## src/rtl/match_capture.sv

```systemverilog
// match_capture: timestamps comparator match pulses and queues
// {timestamp, bus value} entries in a FIFO for software readout. Counts hits
// per session and raises a sticky trigger at a programmed hit count, after
// which capture stops until re-armed.
//
// Ports:
//   clk, reset          clock, asynchronous active-low reset
//   clear               sync flush of FIFO, count and flags; returns to IDLE
//   arm                 sync pulse starting (or restarting) a capture session
//   enable, match       capture qualifier and comparator result pulse
//   data                bus value fed to the comparator (unregistered)
//   threshold           hits required to trigger (0 behaves as 1)
//   rd_valid/rd_ready   FIFO head handshake
//   rd_data, rd_ts      head entry bus value and timestamp (zero when empty)
//   match_count         saturating hit count this session
//   triggered, overflow sticky flags
//   busy                session armed and capturing
module match_capture #(
  parameter int unsigned WIDTH     = 32,
  parameter int unsigned DEPTH     = 16,
  parameter int unsigned TS_WIDTH  = 16,
  parameter int unsigned CNT_WIDTH = 16
) (
  input  logic                 clk,
  input  logic                 reset,
  input  logic                 clear,
  input  logic                 arm,
  input  logic                 enable,
  input  logic                 match,
  input  logic [WIDTH-1:0]     data,
  input  logic [CNT_WIDTH-1:0] threshold,
  output logic                 rd_valid,
  input  logic                 rd_ready,
  output logic [WIDTH-1:0]     rd_data,
  output logic [TS_WIDTH-1:0]  rd_ts,
  output logic [CNT_WIDTH-1:0] match_count,
  output logic                 triggered,
  output logic                 overflow,
  output logic                 busy
);

  localparam int unsigned PTR_W = $clog2(DEPTH);
  localparam int unsigned PCW   = PTR_W + 1;

  typedef enum logic [1:0] {IDLE, ARMED, TRIG} state_t;

  state_t               state, state_next;
  logic [WIDTH-1:0]     data_q;
  logic [TS_WIDTH-1:0]  ts;
  logic [PTR_W:0]       wr_ptr, rd_ptr;
  logic [WIDTH-1:0]     mem_data [DEPTH];
  logic [TS_WIDTH-1:0]  mem_ts   [DEPTH];
  logic                 empty, full, hit, pop, push, thr_reached;
  logic [CNT_WIDTH-1:0] count_inc, thr_eff;

  // FIFO status; extra pointer bit distinguishes full from empty
  assign empty = (wr_ptr == rd_ptr);
  assign full  = (wr_ptr[PTR_W] != rd_ptr[PTR_W]) &&
                 (wr_ptr[PTR_W-1:0] == rd_ptr[PTR_W-1:0]);
  assign pop   = !empty && rd_ready;

  // clear and arm both outrank a same-cycle hit
  assign hit  = match && enable && (state == ARMED) && !clear && !arm;
  assign push = hit && (!full || pop);

  assign count_inc   = (match_count == '1) ? match_count : match_count + CNT_WIDTH'(1);
  assign thr_eff     = (threshold == '0) ? CNT_WIDTH'(1) : threshold;
  // >= so a threshold lowered below the running count fires on the next hit
  assign thr_reached = (count_inc >= thr_eff);

  // Head is shown straight from storage; empty reads as zero
  assign rd_valid = !empty;
  assign rd_data  = empty ? '0 : mem_data[rd_ptr[PTR_W-1:0]];
  assign rd_ts    = empty ? '0 : mem_ts[rd_ptr[PTR_W-1:0]];

  // State register
  always_ff @(posedge clk or negedge reset) begin
    if (!reset) state <= IDLE;
    else        state <= state_next;
  end

  // Next-state logic
  always_comb begin
    state_next = state;
    if (clear)                    state_next = IDLE;
    else if (arm)                 state_next = ARMED;
    else if (hit && thr_reached)  state_next = TRIG;
  end

  // Datapath: alignment delay, timestamp, counters, flags, pointers
  always_ff @(posedge clk or negedge reset) begin
    if (!reset) begin
      data_q      <= '0;
      ts          <= '0;
      wr_ptr      <= '0;
      rd_ptr      <= '0;
      match_count <= '0;
      triggered   <= 1'b0;
      overflow    <= 1'b0;
      busy        <= 1'b0;
    end else begin
      // comparator result lags its B input by one cycle
      data_q <= data;
      busy   <= (state_next == ARMED);
      ts     <= (arm && !clear) ? '0 : ts + TS_WIDTH'(1);
      if (clear) begin
        wr_ptr      <= '0;
        rd_ptr      <= '0;
        match_count <= '0;
        triggered   <= 1'b0;
        overflow    <= 1'b0;
      end else begin
        if (arm) begin
          match_count <= '0;
          triggered   <= 1'b0;
          overflow    <= 1'b0;
        end else if (hit) begin
          match_count <= count_inc;
          if (thr_reached)  triggered <= 1'b1;
          if (full && !pop) overflow  <= 1'b1;
        end
        if (push) wr_ptr <= wr_ptr + PCW'(1);
        if (pop)  rd_ptr <= rd_ptr + PCW'(1);
      end
    end
  end

  // Entry storage, not reset; reads are masked while empty
  always_ff @(posedge clk) begin
    if (push) begin
      mem_data[wr_ptr[PTR_W-1:0]] <= data_q;
      mem_ts[wr_ptr[PTR_W-1:0]]   <= ts;
    end
  end

endmodule

```

## config.mk

```make
export PLATFORM = sky130hd
export DESIGN_NAME = match_capture
export DESIGN_NICKNAME = d
export VERILOG_FILES = /design/src/rtl/match_capture.sv
export SDC_FILE = /design/constraint.sdc
export NUM_CORES = 1
export LEC_CHECK = 0
export ABC_AREA = 1
export CAP_MARGIN = 20
export CORE_ASPECT_RATIO = 0.5
export CORE_MARGIN = 3
export CORE_UTILIZATION = 35
export DETAILED_ROUTE_END_ITERATION = 10
export GPL_ROUTABILITY_DRIVEN = 0
export GPL_TIMING_DRIVEN = 0
export SLEW_MARGIN = 20
export SYNTH_ARGS = -nofsm -noshare
export SYNTH_HDL_FRONTEND = slang
export SYNTH_SLANG_ARGS = --single-unit
export TNS_END_PERCENT = 10
```

## constraint.sdc

```tcl
create_clock -name clk -period 7.1 [get_ports clk]
set_clock_uncertainty 0.1 [all_clocks]
set_input_delay 1.775 -clock clk [delete_from_list [all_inputs] [get_ports clk]]
set_output_delay 1.775 -clock clk [all_outputs]
set_load 0.01 [all_outputs]
```

[After elaboration in Yosys (flattened, before gate mapping)]
Memories as Yosys holds them, arrays and structs flattened.
Index checks and enable logic that the tools add are counted.
Word-level totals
  register bits after elaboration: 79
  memory bits (writable): 768
  bits of input ports: 55
  output and inout bits: 68
  logic and storage cells: 71
  memories kept: 2
Memory list
  mem_data: words 16, width 32, read ports 1, clocked after memory_dff 0, write ports 1, RTL line 51  | logic [WIDTH-1:0] mem_data [DEPTH];
  mem_ts: words 16, width 16, read ports 1, clocked after memory_dff 0, write ports 1, RTL line 52  | logic [TS_WIDTH-1:0] mem_ts [DEPTH];
Operators by class
  add/sub/neg operators: 4
  $lt $le $gt $ge: 1
  eq/ne operators: 6
  muxes and demuxes: 25
  reductions and logical operators: 24
Operator list (count)
  16-bit two-way mux: 7
  16-bit by 1-bit adder with 16-bit output (second input constant): 2
  32-bit two-way mux: 1
  5-bit two-way mux: 4
  16-bit equality test (second input constant): 1
  16-bit greater-or-equal comparator: 1
  16-bit zero test: 1
  5-bit by 1-bit adder with 5-bit output (second input constant): 2
  1-bit logical AND: 10
  1-bit two-way mux: 10
  3-bit nonzero test: 3
  2-bit two-way mux: 3
  5-bit equality test: 1
  1-bit zero test: 5
  2-bit by 1-bit equality test with 1-bit output (second input constant): 2
  4-bit equality test: 1
  2-bit AND reduction: 2
  2-bit nonzero test: 2
  1-bit logical OR: 1
  1-bit inequality test: 1

[Depth between registers and ports, before layout]
  depth in word-level cells: 9
  mapped depth: 24
  gate-level depth less buffers: 23

[Worst setup path before layout]
OpenSTA, ideal clock, no wires.
  kind: input to register
  start point: input clear
  end point: memory mem_data[0][0], enable pin
  library setup time: 454 ps
  arrival time: 4654 ps
  data required time: 6546 ps
  setup slack: 1892 ps
  cell stages on the path: 8
  buffers on the path: 1
  cells stage by stage: buf_2 > nor2_2 > inv_1 > nor2_2 > nand2_2 > inv_2 > nand2_1 > nor2_1
On the way
  word-level cells in the longest chain between the ends: 6
RTL lines
  start, declared: RTL line 26  | input logic clear,
  1-bit zero test: RTL line 63  | assign hit = match && enable && (state == ARMED) && !clear && !arm;
  1-bit logical AND (2 in series): RTL line 63
  1-bit logical AND: RTL line 64  | assign push = hit && (!full || pop);
  1-bit two-way mux: RTL line 130  | if (push) begin
  1-bit two-way mux (not written as such): RTL line 131  | mem_data[wr_ptr[PTR_W-1:0]] <= data_q;
  end, declared: RTL line 51
Every way passes these cells.

[Worst setup path after layout]
  start point: register rd_ptr[3]
  end point: output rd_data[11]
On the way
  word-level cells in the longest chain between the ends: 2
  elaborated cells on any way between the ends: 3
  those cells by class: eq/ne (1); mux (1); memory (1)
RTL lines
  start, declared: RTL line 50  | logic [PTR_W:0] wr_ptr, rd_ptr;
  start signal, assigned: RTL line 123  | if (pop) rd_ptr <= rd_ptr + PCW'(1);
  memory 16 x 32 bit / 5-bit equality test (equally long branches)
  32-bit two-way mux *: RTL line 73  | assign rd_data = empty ? '0 : mem_data[rd_ptr[PTR_W-1:0]];
  end, declared: RTL line 34  | output logic [WIDTH-1:0] rd_data,
Mark *: on every way between the ends. The rest lies on a longest branch, timed or not.

==> flow_summary.yaml <==
clock_tree:
  cts_tree: "built"
  cts.reportedPaths.clkPinSlew_ps: 60
  cts-root-buf: "clkbuf_16"
  cts.path.max_buffers: 3
  clock_latency_ps: 640
  cts_made_buffers: 82
  cts_sinks: 847
  cts_hold_repair.buffers: 0
  htreeDepth: 3
  postCtsSetupBuffers: 0
  cts_resized: 0
worst_setup_path:
  cp_common_cell: "clkbuf_1"
  crit_slowest_cell: "clkdlybuf4s50_1"
  worst_ep_arrival_time_ps: 3730
  critPathKind: "reg2out"
  crit_chain: "inv_1 > clkbuf_1 > clkbuf_1 > o211ai_1 > a21oi_1 > clkdlybuf4s50_1"
  cpPeakStageDelay_ps: 610
  critPathMaxFanout: 10
  startpoint_type: "flip-flop"
  worstSetupEndpointType: "output port"
  reg2reg_slack_ps: 3960
  r2r_cells: 11
  required_ps: 5220
  r2r_end: "mem_data[8][13]"
  r2r-start: "rd_ptr[0]"
synthesis:
  synth_fa_ha_area_share_pct: 0.849
  async_flop_share_pct: 9.33
  ys_seq_area_share_pct: 73.9
  synth_compound_area_share_pct: 11.7
  syn-num-nets: 2723
  muxShareOfSynthArea_pct: 0
  synth_xor_area_share_pct: 0.642
  synth_simple_gate_area_share_pct: 9.37
  synth_top_family_by_area: "compound AO/OA/AOI/OAI gates"
  syn_area_per_cell_sq_um: 12.8
  synth_edf_count: 768
  yosysUniqueCellTypes: 39
  synth_top_flop_cell: "edfxtp_1"
  syn_area_sq_um: 33900
  synth-seq-cells: 847
  ys_warn_count: 0
  synth_cells: 2645
die:
  die_x_microns: 446
  die_y_microns: 226
  start_util_pct: 35.4
  die_area_sq_um: 101000
  rows: 80
  ioPinCount: 123
  core_area_sq_um: 95700
power:
  cellLeakagePower_uw: 0.0136
  ir_drop_mv: 0.167
  powerDensity_nw_per_um2: 254
  finalPower_uw: 10200
grt:
  grtUsageTotal_pct: 18.6
  grt_max_degree: 58
  grt_most_used_layer: "met2"
  overflow: 0
  gr-usage-met1_pct: 25.6
  grt_pass1_wl_microns: 140000
  gr-usage-met2_pct: 30.9
  antenna_found_initial: 0
  use_met3_pct: 2.94
  grt_pass1_vias: 21642
timing:
  hold_violations: 0
  slew-limit-headroom_pct: 41.8
  tightest_slew_ps: 873
  fmax_mhz: 178
  setup_viol: 0
  rsz0062_at_grt: "false"
  fin_crit_ps: 5610
  fin_crit_sh_pct: 78.9
  slew_violations: 0
place:
  io_buffers: 121
  numPlacedInstances: 4071
  dpl-instance-area_sq_um: 37500
  dp_hpwl_microns: 63400
routing:
  vias: 22213
  drc_errors: 0
  ant_nets: 0
  vias_per_cell: 5.26
  drt_iter0_drc: 2567
  dr.pass1.iters: 6
  wire_per_inst_microns: 22.4
  routed_wl_microns: 94700
hold_path:
  hp-start: "triggered"
  hold_end: "triggered"
  hp-class: "reg2reg"
  min_path_cells: 2
final_layout:
  design_area_sq_um: 40200
  stdcell_count: 4219
  fin_nets: 2962
  drive_gt1_share_pct: 9.37
  syn_to_final_growth_pct: 18.5
run:
  maxCapViolCount: 0
run_status:
  status: "completed"
## cell usage after synthesis (all sizes together), types with 36 or more instances
cell	n	share of area, %
a31oi	36	0.79
buf	83	1.6
clkbuf	82	0.91
dfrtp	79	5.8
edfxtp	768	68
inv	91	1.0
nand2	205	2.3
nand3	60	0.90
nor2	513	5.7
o211ai	84	1.9
o21ai	413	6.1
o22ai	111	2.0
## worst max path at each step
stage	cells after the start	slack, ps	from	endpoint
final	6	1490	rd_ptr[3]	rd_data[11]
after global routing	6	1310	rd_ptr[3]	rd_data[11]
after CTS	6	1410	rd_ptr[3]	rd_data[11]
after detailed placement	6	2120	rd_ptr[3]	rd_data[11]
after global placement	8	-1000	arm	mem_data[8][18]
after floorplan	8	1890	clear	mem_data[0][0]
## registers in the layout, indices dropped and copies added, names as in the netlist, 2 cells and up
signal / count
data_q: 32
mem_ts: 256
rd_ptr: 5
state: 2
ts: 16
match_count: 16
mem_data: 512
wr_ptr: 5
## report_power, final
group          switching [uW]  internal (uW)
clock network            1860           2450
logic                     200            116
registers                86.8           5470
## worst max-delay path, delay by kind of cell (launching register included)
| family | cells | cell delay [ps] |
|---|---|---|
| flip-flops | 1 | 430 |
| buffers and inverters | 4 | 2030 |
| AO/OA/AOI/OAI | 2 | 610 |
## metal layers
metal	wire length, microns	share of wire, %
met5	0	0
met4	1980	2.1
met3	6580	6.9
met2	45400	48
met1	40700	43
## area by class of cell
type	instances	area (sq um)
diodes	2	5.00
plain buffers	165	862
clock buffers	103	2230
clock inverters	43	388
fillers	8710	55500
inverters	92	348
multi-input cells	1541	7770
flip-flops and latches	847	25000
well taps	1271	1590
repair buffers	155	1930
## layout by cell type, fill, tap and decap left out, types with 7 or more instances in the layout
| cell | count |
|---|---|
| nand3_1 | 59 |
| a31oi_2 | 7 |
| a21oi_1 | 28 |
| clkbuf_16 | 85 |
| clkinv_2 | 15 |
| buf_6 | 12 |
| nand2_1 | 202 |
| o21ai_0 | 325 |
| ha_1 | 23 |
| o21ai_1 | 88 |
| buf_2 | 44 |
| o221ai_1 | 12 |
| buf_4 | 28 |
| inv_1 | 84 |
| dfrtp_1 | 79 |
| nor2_1 | 491 |
| clkbuf_1 | 96 |
| edfxtp_1 | 768 |
| a31oi_1 | 29 |
| o22ai_1 | 111 |
| buf_12 | 29 |
| nor2_4 | 17 |
| clkinv_1 | 18 |
| clkdlybuf4s50_1 | 120 |
| nor3_1 | 12 |
| o211ai_1 | 84 |
| xor2_1 | 20 |
| nand4_1 | 7 |
## per-stage QoR
stage          worst slack (ps)  setup TNS, ps  utilization [%]  hold slack, ps
6_report                   1490              0             42.0             385
3_5_place_dp               2120              0             39.2             375
5_1_grt                    1310              0             42.0             418
2_1_floorplan              1890              0                -             416
4_1_cts                    1410              0             42.0             391
3_3_place_gp               -995        -544450             38.4             375
## kinds of logic after synthesis
| logic type | count (synthesis) |
|---|---|
| xor+xnor | 24 |
| simple gates | 802 |
| buf+inv | 257 |
| fa+ha+maj | 23 |
| flops | 847 |
| compound gates | 692 |
Power figures use the tool's default switching activity.
